**src/rtl/pc_fetch.sv**
```systemverilog
// Program counter and instruction-fetch stage: reset-vector fetch, then PC hold/increment/load/jump.
// Optional odd-target detection is built when PC_ALIGN_TRAP_EN is defined.
module pc_fetch #(
    parameter logic [15:0] RESET_VECTOR = 16'hFFFE,
    parameter logic [15:0] PC_INIT      = 16'h0000
) (
    input  logic        clk,
    input  logic        rst,
    input  logic [2:0]  MPC,
    input  logic [2:0]  jcond,
    input  logic [9:0]  joff,
    input  logic [3:0]  sr_flags,
    input  logic [15:0] pc_load,
    input  logic [15:0] MDB_out,
    output logic [15:0] MAB,
    output logic [15:0] PC,
    output logic        fetch_valid,
    output logic        jump_taken,
    output logic        pc_misalign
);

    typedef enum logic [1:0] {RST_HOLD, VEC_ADDR, VEC_LOAD, RUN} state_t;

    state_t      state, state_next;
    logic [15:0] pc_q;
    logic [15:0] pc_raw;
    logic [15:0] jump_target;
    logic        pc_write;
    logic        cond_met;
    logic        taken;

    logic flag_v, flag_n, flag_z, flag_c;
    assign {flag_v, flag_n, flag_z, flag_c} = sr_flags;

    always_comb begin
        cond_met = 1'b0;
        case (jcond)
            3'b000:  cond_met = !flag_z;
            3'b001:  cond_met = flag_z;
            3'b010:  cond_met = !flag_c;
            3'b011:  cond_met = flag_c;
            3'b100:  cond_met = flag_n;
            3'b101:  cond_met = !(flag_n ^ flag_v);
            3'b110:  cond_met = flag_n ^ flag_v;
            default: cond_met = 1'b1;
        endcase
    end

    // Word offset: sign-extend the 10-bit field, then scale by two.
    assign jump_target = pc_q + 16'd2 + {{5{joff[9]}}, joff, 1'b0};

    always_ff @(posedge clk or posedge rst) begin
        if (rst) begin
            state <= RST_HOLD;
        end else begin
            state <= state_next;
        end
    end

    always_comb begin
        state_next  = state;
        pc_raw      = pc_q;
        pc_write    = 1'b0;
        taken       = 1'b0;
        MAB         = pc_q;
        fetch_valid = 1'b0;
        case (state)
            RST_HOLD: state_next = VEC_ADDR;
            VEC_ADDR: begin
                MAB        = RESET_VECTOR;
                state_next = VEC_LOAD;
            end
            VEC_LOAD: begin
                MAB        = RESET_VECTOR;
                pc_raw     = MDB_out;
                pc_write   = 1'b1;
                state_next = RUN;
            end
            RUN: begin
                fetch_valid = 1'b1;
                case (MPC)
                    3'd1: begin
                        pc_raw   = pc_q + 16'd2;
                        pc_write = 1'b1;
                    end
                    3'd2: begin
                        pc_raw   = pc_load;
                        pc_write = 1'b1;
                    end
                    3'd3: begin
                        taken    = cond_met;
                        pc_raw   = cond_met ? jump_target : pc_q + 16'd2;
                        pc_write = 1'b1;
                    end
                    default: pc_write = 1'b0;
                endcase
            end
            default: state_next = RST_HOLD;
        endcase
    end

    always_ff @(posedge clk or posedge rst) begin
        if (rst) begin
            pc_q       <= PC_INIT;
            jump_taken <= 1'b0;
        end else begin
            if (pc_write) begin
                pc_q <= pc_raw & 16'hFFFE;
            end
            jump_taken <= taken;
        end
    end

    assign PC = pc_q;

`ifdef PC_ALIGN_TRAP_EN
    logic misalign_q;

    always_ff @(posedge clk or posedge rst) begin
        if (rst) begin
            misalign_q <= 1'b0;
        end else if (pc_write && pc_raw[0]) begin
            misalign_q <= 1'b1;
        end
    end

    assign pc_misalign = misalign_q;
`else
    assign pc_misalign = 1'b0;
`endif

endmodule

```
**config.mk**
```make
export PLATFORM = sky130hd
export DESIGN_NAME = pc_fetch
export DESIGN_NICKNAME = d
export VERILOG_FILES = /design/src/rtl/pc_fetch.sv
export SDC_FILE = /design/constraint.sdc
export NUM_CORES = 1
export LEC_CHECK = 0
export ABC_AREA = 1
export BUFFER_PORTS_ARGS = -buffer_cell sky130_fd_sc_hd__buf_2
export CAP_MARGIN = 40
export CORE_ASPECT_RATIO = 1.25
export CORE_MARGIN = 2
export CORE_UTILIZATION = 45
export CTS_BUF_LIST = sky130_fd_sc_hd__clkbuf_2
export DETAILED_ROUTE_END_ITERATION = 10
export PLACE_DENSITY = 0.75
export SETUP_SLACK_MARGIN = 0.5
export SYNTH_ARGS = -nofsm -noshare
export SYNTH_HDL_FRONTEND = slang
export SYNTH_SLANG_ARGS = --single-unit
```
**constraint.sdc**
```tcl
create_clock -name clk -period 2.46 [get_ports clk]
set_input_delay 0.369 -clock clk [delete_from_list [all_inputs] [get_ports clk]]
set_output_delay 0.369 -clock clk [all_outputs]
set_load 0.05 [all_outputs]
```
Yosys cells after proc, flatten, opt, wreduce, memory -nomap -nowiden
Index checks and enable logic that the tools add are counted.
- RAM bits: 0
- memory bits (read-only): 0
- logic and storage cells: 40
- output and inout bits: 35
- memories kept: 0
- bits of input ports: 54
- bits in latches: 0
- register bits after elaboration: 18
- bitwise gates (word level): 1
- divide/modulo/power cells: 0
- reductions and logical operators: 10
- order comparisons: 0
- add/subtract/negate cells: 2
- multiplexer cells: 11
- eq/ne operators: 13
- shifts and indexed selects: 0
- $mul: 0
- operators by type and width (kind ; number):
    one-hot mux 16 bit (3 select lines) ; 1
    two-way mux 16 bit ; 2
    one-hot mux 16 bit (2 select lines) ; 1
    adder 16 bit ; 1
    adder 16 x 2 -> 16 bit, second input constant ; 1
    == test 3 x 2 -> 1 bit, second input constant ; 4
    == test 3 bit, second input constant ; 3
    one-hot mux 1 bit (7 select lines) ; 1
    == test 3 x 1 -> 1 bit, second input constant ; 2
    one-hot mux 2 bit (3 select lines) ; 1
    == test 2 bit, second input constant ; 2
    two-way mux 1 bit ; 4
    != test 4 bit, second input constant ; 1
    logical NOT 1 bit ; 3
    logical NOT 3 bit ; 1
    AND reduction 3 bit ; 1
    nonzero test 3 bit ; 1
    OR reduction 3 bit ; 1
    == test 2 x 1 -> 1 bit, second input constant ; 1
    logical NOT 2 bit ; 1
    one-hot mux 1 bit (2 select lines) ; 1
    nonzero test 2 bit ; 1
    OR reduction 2 bit ; 1
    bitwise XOR 1 bit ; 1

Logic depth before layout (Yosys ltp)
- word-level depth: 6
- gate-level depth with buffers: 21
- mapped depth without buffers: 21

Worst setup path before layout
Ideal clock, no wire load.
- path kind: register to register
- start: register pc_q[1], in the netlist PC[1]
- end: register pc_q[15], in the netlist PC[15]
- setup slack: -0.314 ns
- library setup time: 0.078 ns
- data required time: 2.382 ns
- clock period less this slack: 2.774 ns
- arrival: 2.697 ns
- cell stages (with the launch flop): 20
- path through: dfrtp_1 > ha_1 > nand2_1 > nor2_1 > nand3_2 > o21ai_1 > inv_1 > ha_1 > nand2_1 > nor2_1 > inv_1 > nor2_1 > nand2_1 > nand3_1 > nand3_1 > nand2_1 > nand3_1 > nand2_1 > nand2_1 > a21oi_1
- longest elaborated chain between the ends: 5
- RTL lines (item ; line ; source):
    start: declaration ; 25 ; logic [15:0] pc_q;
    start signal: assignment ; 108 ; pc_q <= pc_raw & 16'hFFFE;
    adder 16 x 2 -> 16 bit (*) ; 50, 83, 92 ;
    adder 16 bit ; 50 ; assign jump_target = pc_q + 16'd2 + {{5{joff[9]}}, joff, 1'b0};
    two-way mux 16 bit ; 92 ; pc_raw = cond_met ? jump_target : pc_q + 16'd2;
    one-hot mux 16 bit (3 select lines) (*) ; 81 ; case (MPC)
    one-hot mux 16 bit (2 select lines) (*) ; 67 ; case (state)
Mark *: on every way between the ends. The rest lies on a longest branch, timed or not.
A chain may end at the register's enable or synchronous reset.

Worst setup path in the final report
- start: register pc_q[8], in the netlist PC[8]
- end: register pc_q[15], in the netlist PC[15]
Same word-level chain as after synthesis.

==> impl_metrics.yaml <==
status:
  status: "complete, but fails checks"
  violations: "negative setup slack"
detailed_routing:
  drtIter0Drc: 224
  viasPerCell: 5.36
  vias: 3520
  totalWireLength_microns: 9420
  drc_errors: 0
  drtAntennaViolNets: 0
  dr.pass1.iters: 5
  wl_per_cell_microns: 14.3
grt:
  grt_max_degree: 19
  grt_usage_pct: 26.3
  grt_pass1_vias: 3267
  grt_pass1_wl_microns: 14000
  grt_overflow: 0
  antenna_found_initial: 0
logic_synthesis:
  yosysWarnings: 0
  ys_types: 34
  synth_area_leaders: "nand2_1 20%, dfrtp_1 17%, ha_1 11%"
  yosysSeqAreaShare_pct: 16.9
  syn_area_sq_um: 2660
  avgSynthCellArea_sq_um: 5.93
  netlist_instances: 449
  yosys.area.top_type: "nand2_1"
  synth_top_cell_area_share_pct: 19.9
  ys_ff_latch: 18
critical_path:
  endpoint_kind: "register"
  cp_max_fo: 6
  cp.arrival_ns: 2.97
  r2r_start: "PC[8]"
  crit_required_ns: 2.73
  r2r_end: "PC[15]"
  crit_type: "reg2reg"
  r2r_setup_slack_ns: -0.24
  critPathLaunchType: "register"
  ff2ff_path_depth: 18
sta:
  slew_violations: 0
  finalHoldViolations: 0
  finClkSkew_ns: 0.0148
  relSlewSlack_pct: 52.4
  fin_crit_sh_pct: 110
  fmax_ghz: 0.371
  whs_ns: 0.116
  setup_ws_ns: -0.236
  rsz0062_at_grt: "yes"
  finalSetupViolCount: 9
  period_needed_ns: 2.70
  tightest_slew_ns: 0.714
final_layout:
  drive_gt1_share_pct: 47.5
  finalNetCount: 670
  syn_to_final_growth_pct: 58.7
  seq_area_sq_um: 468
  antenna_cells: 0
  layout_common_cells: "115 x nand2_1, 70 x buf_2, 68 x buf_4"
  nFillCells: 440
  multiInputGateArea_sq_um: 2380
  layout_commonest_cell: "nand2_1"
  final_area_sq_um: 4230
power_and_ir_drop:
  ir_drop_mv: 0.562
  powerDensity_nw_per_um2: 594
  leakagePower_nw: 2.22
clock_tree:
  htree_levels: 1
  numCtsBuffers: 3
  cts_hold_buf: 0
  root_buffer: "clkbuf_2"
  clock_sinks: 18
  clk_pin_slew_worst_paths_ns: 0.19
  cts_tree: "yes"
  cts_max_path_buffers: 2
  clkLatencyLatePin_ns: 0.34
floorplan:
  core_area_sq_um: 5740
  die_h_microns: 90
  start_util_pct: 46.4
  rows: 31
  die_w_microns: 72.8
  ioPinCount: 89
  die_area_sq_um: 6550
place:
  dpl-instance-area_sq_um: 3450
  place_ws_ns: -0.0604
  gp_congestion: 0.868
  io_buffers: 83
  dp_hpwl_microns: 6600
flow_run:
  drv_cap: 0
min_path:
  hold_path_class: "in2async"
[synthesized netlist by cell type]
library cell,count
clkbuf_1,3
conb_1,1
ha_1,23
fa_1,1
nor2_1,36
nand2_1,141
o21ai_1,9
nor2_2,6
inv_1,68
nand2_2,1
buf_4,5
a22oi_1,3
nand2_4,1
a22oi_2,1
nor3_1,4
buf_6,2
xor2_1,10
a22o_1,1
dfrtp_1,18
a31oi_1,1
a21oi_2,2
o21ai_0,8
nand4_1,3
buf_2,4
clkbuf_2,1
a21o_1,2
or2_2,2
xnor2_1,1
nor3_4,1
nand3_2,5
nand3_1,32
a21oi_1,38
inv_2,4
o211ai_1,11
[routing by layer]
metal	vias up	GRT usage (%)	part of all wire, %
met1	1668	30.0	40
li1	1708	-	-
met2	123	47.4	53
met3	21	2.69	3.9
met5	-	0	0
met4	0	12.7	3.0
[worst max-delay path by stage]
stage	start	to	depth (start not counted)
2_1_floorplan	PC[1]	PC[15]	19
3_3_place_gp	PC[2]	PC[15]	19
3_5_place_dp	PC[2]	PC[15]	19
4_1_cts	PC[6]	PC[15]	19
5_1_grt	PC[8]	PC[15]	18
6_report	PC[8]	PC[15]	18
[final cells by class]
type	instances	area share, %
Timing Repair Buffer	151	23.5
Clock buffer	3	0.355
Multi-Input combinational cell	346	56.4
Inverter	72	6.60
Sequential cell	18	11.1
Clock inverter	1	0.0888
Tap cell	66	1.95
[state kept, by name, indices dropped and copies added, names as in the netlist]
name        count
state           2
jump_taken      1
PC             15
[cell families (layout without fill, tap and decap cells)]
group                      Yosys count  in the layout  share of synthesized area, %
AOI/OAI and AO/OA                   76             76                          16.5
DFF                                 18             18                          16.9
other                                1              3                         0.141
adders and majority gates           24             24                          11.6
xor gates and xnor gates            11             11                          3.62
buffers and inverters               87            227                          13.8
and+or+nand+nor                    232            232                          37.5
[metrics by stage]
stage,TNS (ns),cells,utilization [%],power (mW)
5_1_grt,-2.65,657,73.6,2.68
6_report,-0.977,657,73.6,2.51
3_3_place_gp,-0.0441,620,60.2,1.88
3_5_place_dp,-0.204,620,60.2,1.91
4_1_cts,-0.123,640,65.8,2.22
2_1_floorplan,-0.0719,451,-,1.47
[worst max-delay path, stage by stage, from the launching register on]
cell	delay, ns
dfrtp_2	0.47
nand2_1	0.11
nor3_1	0.20
nand3_1	0.19
xor2_2	0.18
inv_1	0.07
ha_1	0.27
nand2_1	0.09
nor2_2	0.15
inv_1	0.05
nor2_1	0.11
nand2_1	0.08
nand3_1	0.11
nand3_1	0.08
nand2_1	0.07
nand3_2	0.07
nand2_2	0.10
nand2_2	0.06
a21oi_2	0.13
[power by group]
group	leakage [nW]	internal (mW)	total [mW]	switching, mW
sequential	0.198	0.348	0.406	0.0580
combinational	2.00	0.775	1.97	1.19
clock	0.0140	0.0353	0.138	0.103
[repair_timing]
item                                   4_1_cts  5_1_grt
endpoints found under the hold margin        0        0
gates resized for setup                     42       84
setup endpoints to repair                   29       29
pin swaps                                   20       26
setup buffers                               16       17
Note: power is estimated with default switching activity, not from simulation.
